==> src/rtl/ram_port_arbiter_if.sv <==
// Bus bundle for the RAM port arbiter: CPU and readout
// request/grant handshakes, the shared RAM port and the conflict counter.
interface ram_port_arbiter_if #(
    parameter int ADDR_W = 6,
    parameter int DATA_W = 16,
    parameter int CNT_W  = 8
);
    logic              cpu_req;
    logic              cpu_we;
    logic [ADDR_W-1:0] cpu_addr;
    logic [DATA_W-1:0] cpu_wdata;
    logic              cpu_gnt;
    logic              cpu_rvalid;
    logic              rd_req;
    logic [ADDR_W-1:0] rd_addr;
    logic              rd_gnt;
    logic              rd_rvalid;
    logic [DATA_W-1:0] rdata;
    logic              readout_mode;
    logic              ram_ena;
    logic              ram_wea;
    logic [ADDR_W-1:0] ram_addra;
    logic [DATA_W-1:0] ram_dina;
    logic [DATA_W-1:0] ram_douta;
    logic [CNT_W-1:0]  conflict_cnt;

    modport master (
        output cpu_req, cpu_we, cpu_addr, cpu_wdata,
        output rd_req, rd_addr, readout_mode, ram_douta,
        input  cpu_gnt, cpu_rvalid, rd_gnt, rd_rvalid, rdata,
        input  ram_ena, ram_wea, ram_addra, ram_dina, conflict_cnt
    );

    modport slave (
        input  cpu_req, cpu_we, cpu_addr, cpu_wdata,
        input  rd_req, rd_addr, readout_mode, ram_douta,
        output cpu_gnt, cpu_rvalid, rd_gnt, rd_rvalid, rdata,
        output ram_ena, ram_wea, ram_addra, ram_dina, conflict_cnt
    );
endinterface

==> src/rtl/ram_port_arbiter.sv <==
// Single-port RAM arbiter between a CPU and a readout unit.
// One registered command per cycle, alternating winner on conflict.
module ram_port_arbiter #(
    parameter int ADDR_W = 6,
    parameter int DATA_W = 16,
    parameter int CNT_W  = 8
) (
    input logic              clk,
    input logic              reset,
    ram_port_arbiter_if.slave bus
);
    logic              cpu_elig;
    logic              rd_elig;
    logic              pick_cpu;
    logic              pick_rd;
    logic              last_rd;
    logic              cpu_gnt_q;
    logic              rd_gnt_q;
    logic              cpu_rv_q;
    logic              rd_rv_q;
    logic              ena_q;
    logic              wea_q;
    logic [ADDR_W-1:0] addr_q;
    logic [DATA_W-1:0] din_q;
    logic [CNT_W-1:0]  cnt_q;

    // Eligibility and winner selection; a requester granted last
    // cycle sits out one edge, and a tie goes to the one not served last.
    always_comb begin
        cpu_elig = bus.cpu_req && !cpu_gnt_q;
        rd_elig  = bus.rd_req && !rd_gnt_q && bus.readout_mode;
        pick_cpu = cpu_elig && (!rd_elig || last_rd);
        pick_rd  = rd_elig && !pick_cpu;
    end

    // Registered RAM command, grant pulses, read-valid pulses and counter.
    always_ff @(posedge clk) begin
        if (!reset) begin
            cpu_gnt_q <= 1'b0;
            rd_gnt_q  <= 1'b0;
            cpu_rv_q  <= 1'b0;
            rd_rv_q   <= 1'b0;
            ena_q     <= 1'b0;
            wea_q     <= 1'b0;
            addr_q    <= '0;
            din_q     <= '0;
            cnt_q     <= '0;
            last_rd   <= 1'b1;
        end else begin
            cpu_gnt_q <= pick_cpu;
            rd_gnt_q  <= pick_rd;
            ena_q     <= pick_cpu || pick_rd;
            cpu_rv_q  <= cpu_gnt_q && !wea_q;
            rd_rv_q   <= rd_gnt_q;
            if (pick_cpu) begin
                wea_q   <= bus.cpu_we;
                addr_q  <= bus.cpu_addr;
                din_q   <= bus.cpu_wdata;
                last_rd <= 1'b0;
            end else if (pick_rd) begin
                wea_q   <= 1'b0;
                addr_q  <= bus.rd_addr;
                din_q   <= '0;
                last_rd <= 1'b1;
            end else begin
                wea_q   <= 1'b0;
            end
            if (cpu_elig && rd_elig && (cnt_q != {CNT_W{1'b1}}))
                cnt_q <= cnt_q + 1'b1;
        end
    end

    // RAM data is passed through only while a read result is being
    // delivered, so rdata reads as zero out of reset and when idle.
    always_comb begin
        bus.rdata = (cpu_rv_q || rd_rv_q) ? bus.ram_douta : '0;
    end

    assign bus.cpu_gnt      = cpu_gnt_q;
    assign bus.rd_gnt       = rd_gnt_q;
    assign bus.cpu_rvalid   = cpu_rv_q;
    assign bus.rd_rvalid    = rd_rv_q;
    assign bus.ram_ena      = ena_q;
    assign bus.ram_wea      = wea_q;
    assign bus.ram_addra    = addr_q;
    assign bus.ram_dina     = din_q;
    assign bus.conflict_cnt = cnt_q;
endmodule

==> src/flat_wrapper.sv <==
// flat-port wrapper written by rule: the top's interface ports become plain ports
module ram_port_arbiter_flat 
#(
    parameter int ADDR_W = 6,
    parameter int DATA_W = 16,
    parameter int CNT_W  = 8
)
  (clk, reset, bus_cpu_req, bus_cpu_we, bus_cpu_addr, bus_cpu_wdata, bus_rd_req, bus_rd_addr, bus_readout_mode, bus_ram_douta, bus_cpu_gnt, bus_cpu_rvalid, bus_rd_gnt, bus_rd_rvalid, bus_rdata, bus_ram_ena, bus_ram_wea, bus_ram_addra, bus_ram_dina, bus_conflict_cnt);
  ram_port_arbiter_if #(.ADDR_W(ADDR_W), .DATA_W(DATA_W), .CNT_W(CNT_W)) bus_i ();
  input logic clk;
  input logic reset;
  input wire logic [$bits(bus_i.cpu_req)-1:0] bus_cpu_req;
  input wire logic [$bits(bus_i.cpu_we)-1:0] bus_cpu_we;
  input wire logic [$bits(bus_i.cpu_addr)-1:0] bus_cpu_addr;
  input wire logic [$bits(bus_i.cpu_wdata)-1:0] bus_cpu_wdata;
  input wire logic [$bits(bus_i.rd_req)-1:0] bus_rd_req;
  input wire logic [$bits(bus_i.rd_addr)-1:0] bus_rd_addr;
  input wire logic [$bits(bus_i.readout_mode)-1:0] bus_readout_mode;
  input wire logic [$bits(bus_i.ram_douta)-1:0] bus_ram_douta;
  output wire logic [$bits(bus_i.cpu_gnt)-1:0] bus_cpu_gnt;
  output wire logic [$bits(bus_i.cpu_rvalid)-1:0] bus_cpu_rvalid;
  output wire logic [$bits(bus_i.rd_gnt)-1:0] bus_rd_gnt;
  output wire logic [$bits(bus_i.rd_rvalid)-1:0] bus_rd_rvalid;
  output wire logic [$bits(bus_i.rdata)-1:0] bus_rdata;
  output wire logic [$bits(bus_i.ram_ena)-1:0] bus_ram_ena;
  output wire logic [$bits(bus_i.ram_wea)-1:0] bus_ram_wea;
  output wire logic [$bits(bus_i.ram_addra)-1:0] bus_ram_addra;
  output wire logic [$bits(bus_i.ram_dina)-1:0] bus_ram_dina;
  output wire logic [$bits(bus_i.conflict_cnt)-1:0] bus_conflict_cnt;
  assign bus_i.cpu_req = bus_cpu_req;
  assign bus_i.cpu_we = bus_cpu_we;
  assign bus_i.cpu_addr = bus_cpu_addr;
  assign bus_i.cpu_wdata = bus_cpu_wdata;
  assign bus_i.rd_req = bus_rd_req;
  assign bus_i.rd_addr = bus_rd_addr;
  assign bus_i.readout_mode = bus_readout_mode;
  assign bus_i.ram_douta = bus_ram_douta;
  assign bus_cpu_gnt = bus_i.cpu_gnt;
  assign bus_cpu_rvalid = bus_i.cpu_rvalid;
  assign bus_rd_gnt = bus_i.rd_gnt;
  assign bus_rd_rvalid = bus_i.rd_rvalid;
  assign bus_rdata = bus_i.rdata;
  assign bus_ram_ena = bus_i.ram_ena;
  assign bus_ram_wea = bus_i.ram_wea;
  assign bus_ram_addra = bus_i.ram_addra;
  assign bus_ram_dina = bus_i.ram_dina;
  assign bus_conflict_cnt = bus_i.conflict_cnt;
  ram_port_arbiter #(.ADDR_W(ADDR_W), .DATA_W(DATA_W), .CNT_W(CNT_W)) u_core (.clk(clk), .reset(reset), .bus(bus_i));
endmodule
==> config.mk <==
export PLATFORM = sky130hd
export DESIGN_NAME = ram_port_arbiter_flat
export DESIGN_NICKNAME = d
export VERILOG_FILES = /design/src/rtl/ram_port_arbiter_if.sv /design/src/rtl/ram_port_arbiter.sv /design/src/flat_wrapper.sv
export SDC_FILE = /design/constraint.sdc
export NUM_CORES = 1
export LEC_CHECK = 0
export CAP_MARGIN = 20
export CORE_ASPECT_RATIO = 1.5
export CORE_UTILIZATION = 35
export CTS_CLUSTER_SIZE = 20
export DETAILED_ROUTE_END_ITERATION = 10
export GPL_TIMING_DRIVEN = 0
export MAX_ROUTING_LAYER = met4
export PLACE_DENSITY = 0.8
export SETUP_SLACK_MARGIN = 0.4
export SYNTH_ARGS = -nofsm -noshare
export SYNTH_HDL_FRONTEND = slang
export SYNTH_SLANG_ARGS = --single-unit
==> constraint.sdc <==
create_clock -name clk -period 1.9 [get_ports clk]
set_clock_uncertainty 0.15 [all_clocks]
set_input_delay 0.38 -clock clk [delete_from_list [all_inputs] [get_ports clk]]
set_output_delay 0.38 -clock clk [all_outputs]
set_load 0.01 [all_outputs]
==> metrics.cfg <==
[outcome]
status=completed

[placement]
placed_cells=287
place.gp.congestion=0.771
io_buffers=101
placed_area_um2=2570
dp_hpwl_um=2990

[synthesis]
yosysUniqueCellTypes=37
ys_seq_area_share_pct=49.5
async_flop_share_pct=0
synth_flop_cell=dfxtp_1
synth_warnings=0
synth_edf_count=0
ys_seq_elements=37
synthesis.nets=192
synth_cells=141
netlist_area_um2=1500
avgSynthCellArea_um2=10.6

[timing]
maxSlewViolCount=0
setup_viol=0
hold_viol_final=0
slew_headroom_pct=72.6
fmax_mhz=608
rsz0062_at_grt=true
fin_tns_setup_ps=0
period_needed_ps=1650
min_period_over_period_pct=86.6
tightest_slew_ps=410
hold_ws_ps=255

[floorplanning]
die_h_um=82.1
die_x_um=55.4
die_area_um2=4550
num_io_pins=102
core_area_um2=4030
num_rows=28
start_util_pct=37.2

[clock_network]
path_clk_slew_ps=70
root_buffer=clkbuf_8
cts_sinks=37
cts-buffers-inserted=5
htreeDepth=2
clk_latency_ps=280
hold_buffers=0
cts_tree=done
clk_path_buf_depth=2

[worst_setup_path]
crit_path_start_kind=register
critPathBufInv=2
cp_slowest_cell=dfxtp_2
critPathTopFamily=flip-flops
r2r_cells=5
cp_data_required_time_ps=1370
slowest_delay_ps=330
cp.depth=4
cp.arrival_ps=1120
worstSetupPathType=reg2out
crit_chain=nor2_4, clkbuf_16, nor2b_1, clkbuf_2
path_max_fanout=5
cp-end-kind=output port

[pwr]
pwr-share-clk_pct=31.7
total_power_mw=1.73
power_leakage_nw=1.28
ir_drop_mv=0.611
intPower_mw=1.31
power_frac_seq_pct=48.6
power.switching_mw=0.417
sw_frac_of_total_pct=24.2
p_comb_share_pct=19.7
p_per_area_nw_per_um2=629

[global_routing]
antenna_found_initial=0
grt_pass1_wl_um=6590
grt_max_degree=11
grtUsageTotal_pct=19.0
grt-ovfl-total=0
grt_pass1_vias=1448

[layout]
fillCellCount=332
stdcell_area_um2=2750
nets=310
final_cells=304
insertedDiodeCount=0
drive_above_1_share_pct=26.6
area_growth_pct=83.4

[min_path]
hold_path_class=reg2reg
whs_path_depth=1

[route]
via_per_inst=5.09
wl_um=4260
vias=1547
wl_per_cell_um=14.0
drtAntennaViolNets=0
drcViolationCount=0
dr.pass1.iters=4
drt_iter0_drc=13

[job]
drv_cap=0

==> cells in the final DEF, fill, tap and decap left out, types with 2 or more instances in the layout <==
cell,n
a21o_1,7
dfxtp_4,4
a22o_1,22
buf_2,2
o21ai_0,2
nor2_4,2
nor2b_1,15
nor3_2,2
nor2_1,3
and2_1,2
dfxtp_1,26
nor3_1,2
inv_1,2
a21oi_1,4
buf_6,6
and4_1,2
buf_4,9
clkbuf_2,14
dfxtp_2,7
nand4_1,4
clkdlybuf4s50_1,43
dlygate4sd2_1,38
nand3_1,2
clkbuf_8,6
a31oi_1,2
clkdlybuf4s15_1,2
nand2_1,4
==> sequential cells by signal, indices dropped and copies added, names as in the netlist <==
register and count:
u_core.bus.conflict_cnt 8, u_core.bus.cpu_gnt 1, u_core.bus.cpu_rvalid 1, u_core.bus.ram_addra 6, u_core.bus.ram_dina 16, u_core.bus.ram_ena 1, u_core.bus.ram_wea 1, u_core.bus.rd_gnt 1
u_core.bus.rd_rvalid 1, u_core.last_rd 1
==> synth_stat cells (all sizes together) (2+ instances only) <==
master	instances	share of area (%)
a31oi	2	0.84
a21o	7	3.5
nand3	3	1.0
dfxtp	37	49
and2	2	0.84
nand4	4	1.7
nor2b	16	6.7
buf	5	2.1
a22o	22	13
inv	3	0.75
nor2	5	1.4
nand2	4	1.0
o21ai	4	1.3
nor3	5	2.4
a21oi	4	1.3
and4	2	1.2
==> layer usage <==
| metal | GRT usage (%) | up-vias | wire [um] |
|---|---|---|---|
| met2 | 34.5 | 77 | 2260 |
| met4 | 8.25 | 0 | 72 |
| met5 | - | - | 0 |
| li1 | - | 758 | - |
| met3 | 6.85 | 7 | 387 |
| met1 | 18.4 | 705 | 1540 |
==> path summary, 6_finish.rpt <==
check	start	end	slack (ps)
setup reg to reg	u_core.bus.cpu_gnt	u_core.bus.ram_dina[9]	400
setup / recovery	u_core.bus.rd_rvalid	bus_rdata[5]	250
hold reg to reg	u_core.bus.ram_wea	u_core.bus.cpu_rvalid	250
hold / removal	u_core.bus.ram_wea	u_core.bus.cpu_rvalid	250
==> final cells by class <==
| type | count | area, um^2 | share of cell area, % |
|---|---|---|---|
| Tap cell | 45 | 56.3 | 2.05 |
| Sequential cell | 37 | 764 | 27.8 |
| Timing Repair Buffer | 111 | 982 | 35.8 |
| Multi-Input combinational cell | 95 | 778 | 28.3 |
| Inverter | 3 | 11.3 | 0.410 |
| Buffer | 6 | 67.6 | 2.46 |
| Clock buffer | 7 | 86.3 | 3.14 |
==> power groups by stage <==
stage / registers, mW / clock network [mW] / logic (mW)
floorplan: 0.874 / 0 / 0.102
global placement: 0.857 / 0 / 0.338
detailed placement: 0.857 / 0 / 0.342
CTS: 0.841 / 0.559 / 0.320
global route: 0.843 / 0.601 / 0.366
finish: 0.838 / 0.548 / 0.340
==> worst register-to-register path, delay by kind of cell (launching register included) <==
family / cells / cell delay (ps)
AO/OA/AOI/OAI: 1 / 140
flip-flops: 1 / 340
AND/OR/NAND/NOR: 2 / 530
buffers and inverters: 2 / 290
==> through the flow <==
step | setup slack (ps) | utilization [%]
finish | 255 | 68.2
global route | 208 | 68.2
CTS | 130 | 66.0
detailed placement | -279 | 63.8
global placement | -236 | 63.8
floorplan | 408 | -
==> what timing repair did <==
item | CTS | global route
pin swaps | 3 | 17
cloned | 1 | 2
setup buffers | 4 | 3
endpoints found under the hold margin | 0 | 0
resized for setup | 82 | 59
endpoints found under the setup margin | 85 | 48
==> cell families after synthesis <==
| kind of cell | synth area share, % |
|---|---|
| xor gates and xnor gates | 1.17 |
| AOI/OAI and AO/OA | 23.5 |
| and+or+nand+nor | 22.0 |
| DFF | 49.5 |
| buffers and inverters | 3.09 |
| adders and majority gates | 0.835 |
Note: power is estimated with default switching activity, not from simulation.
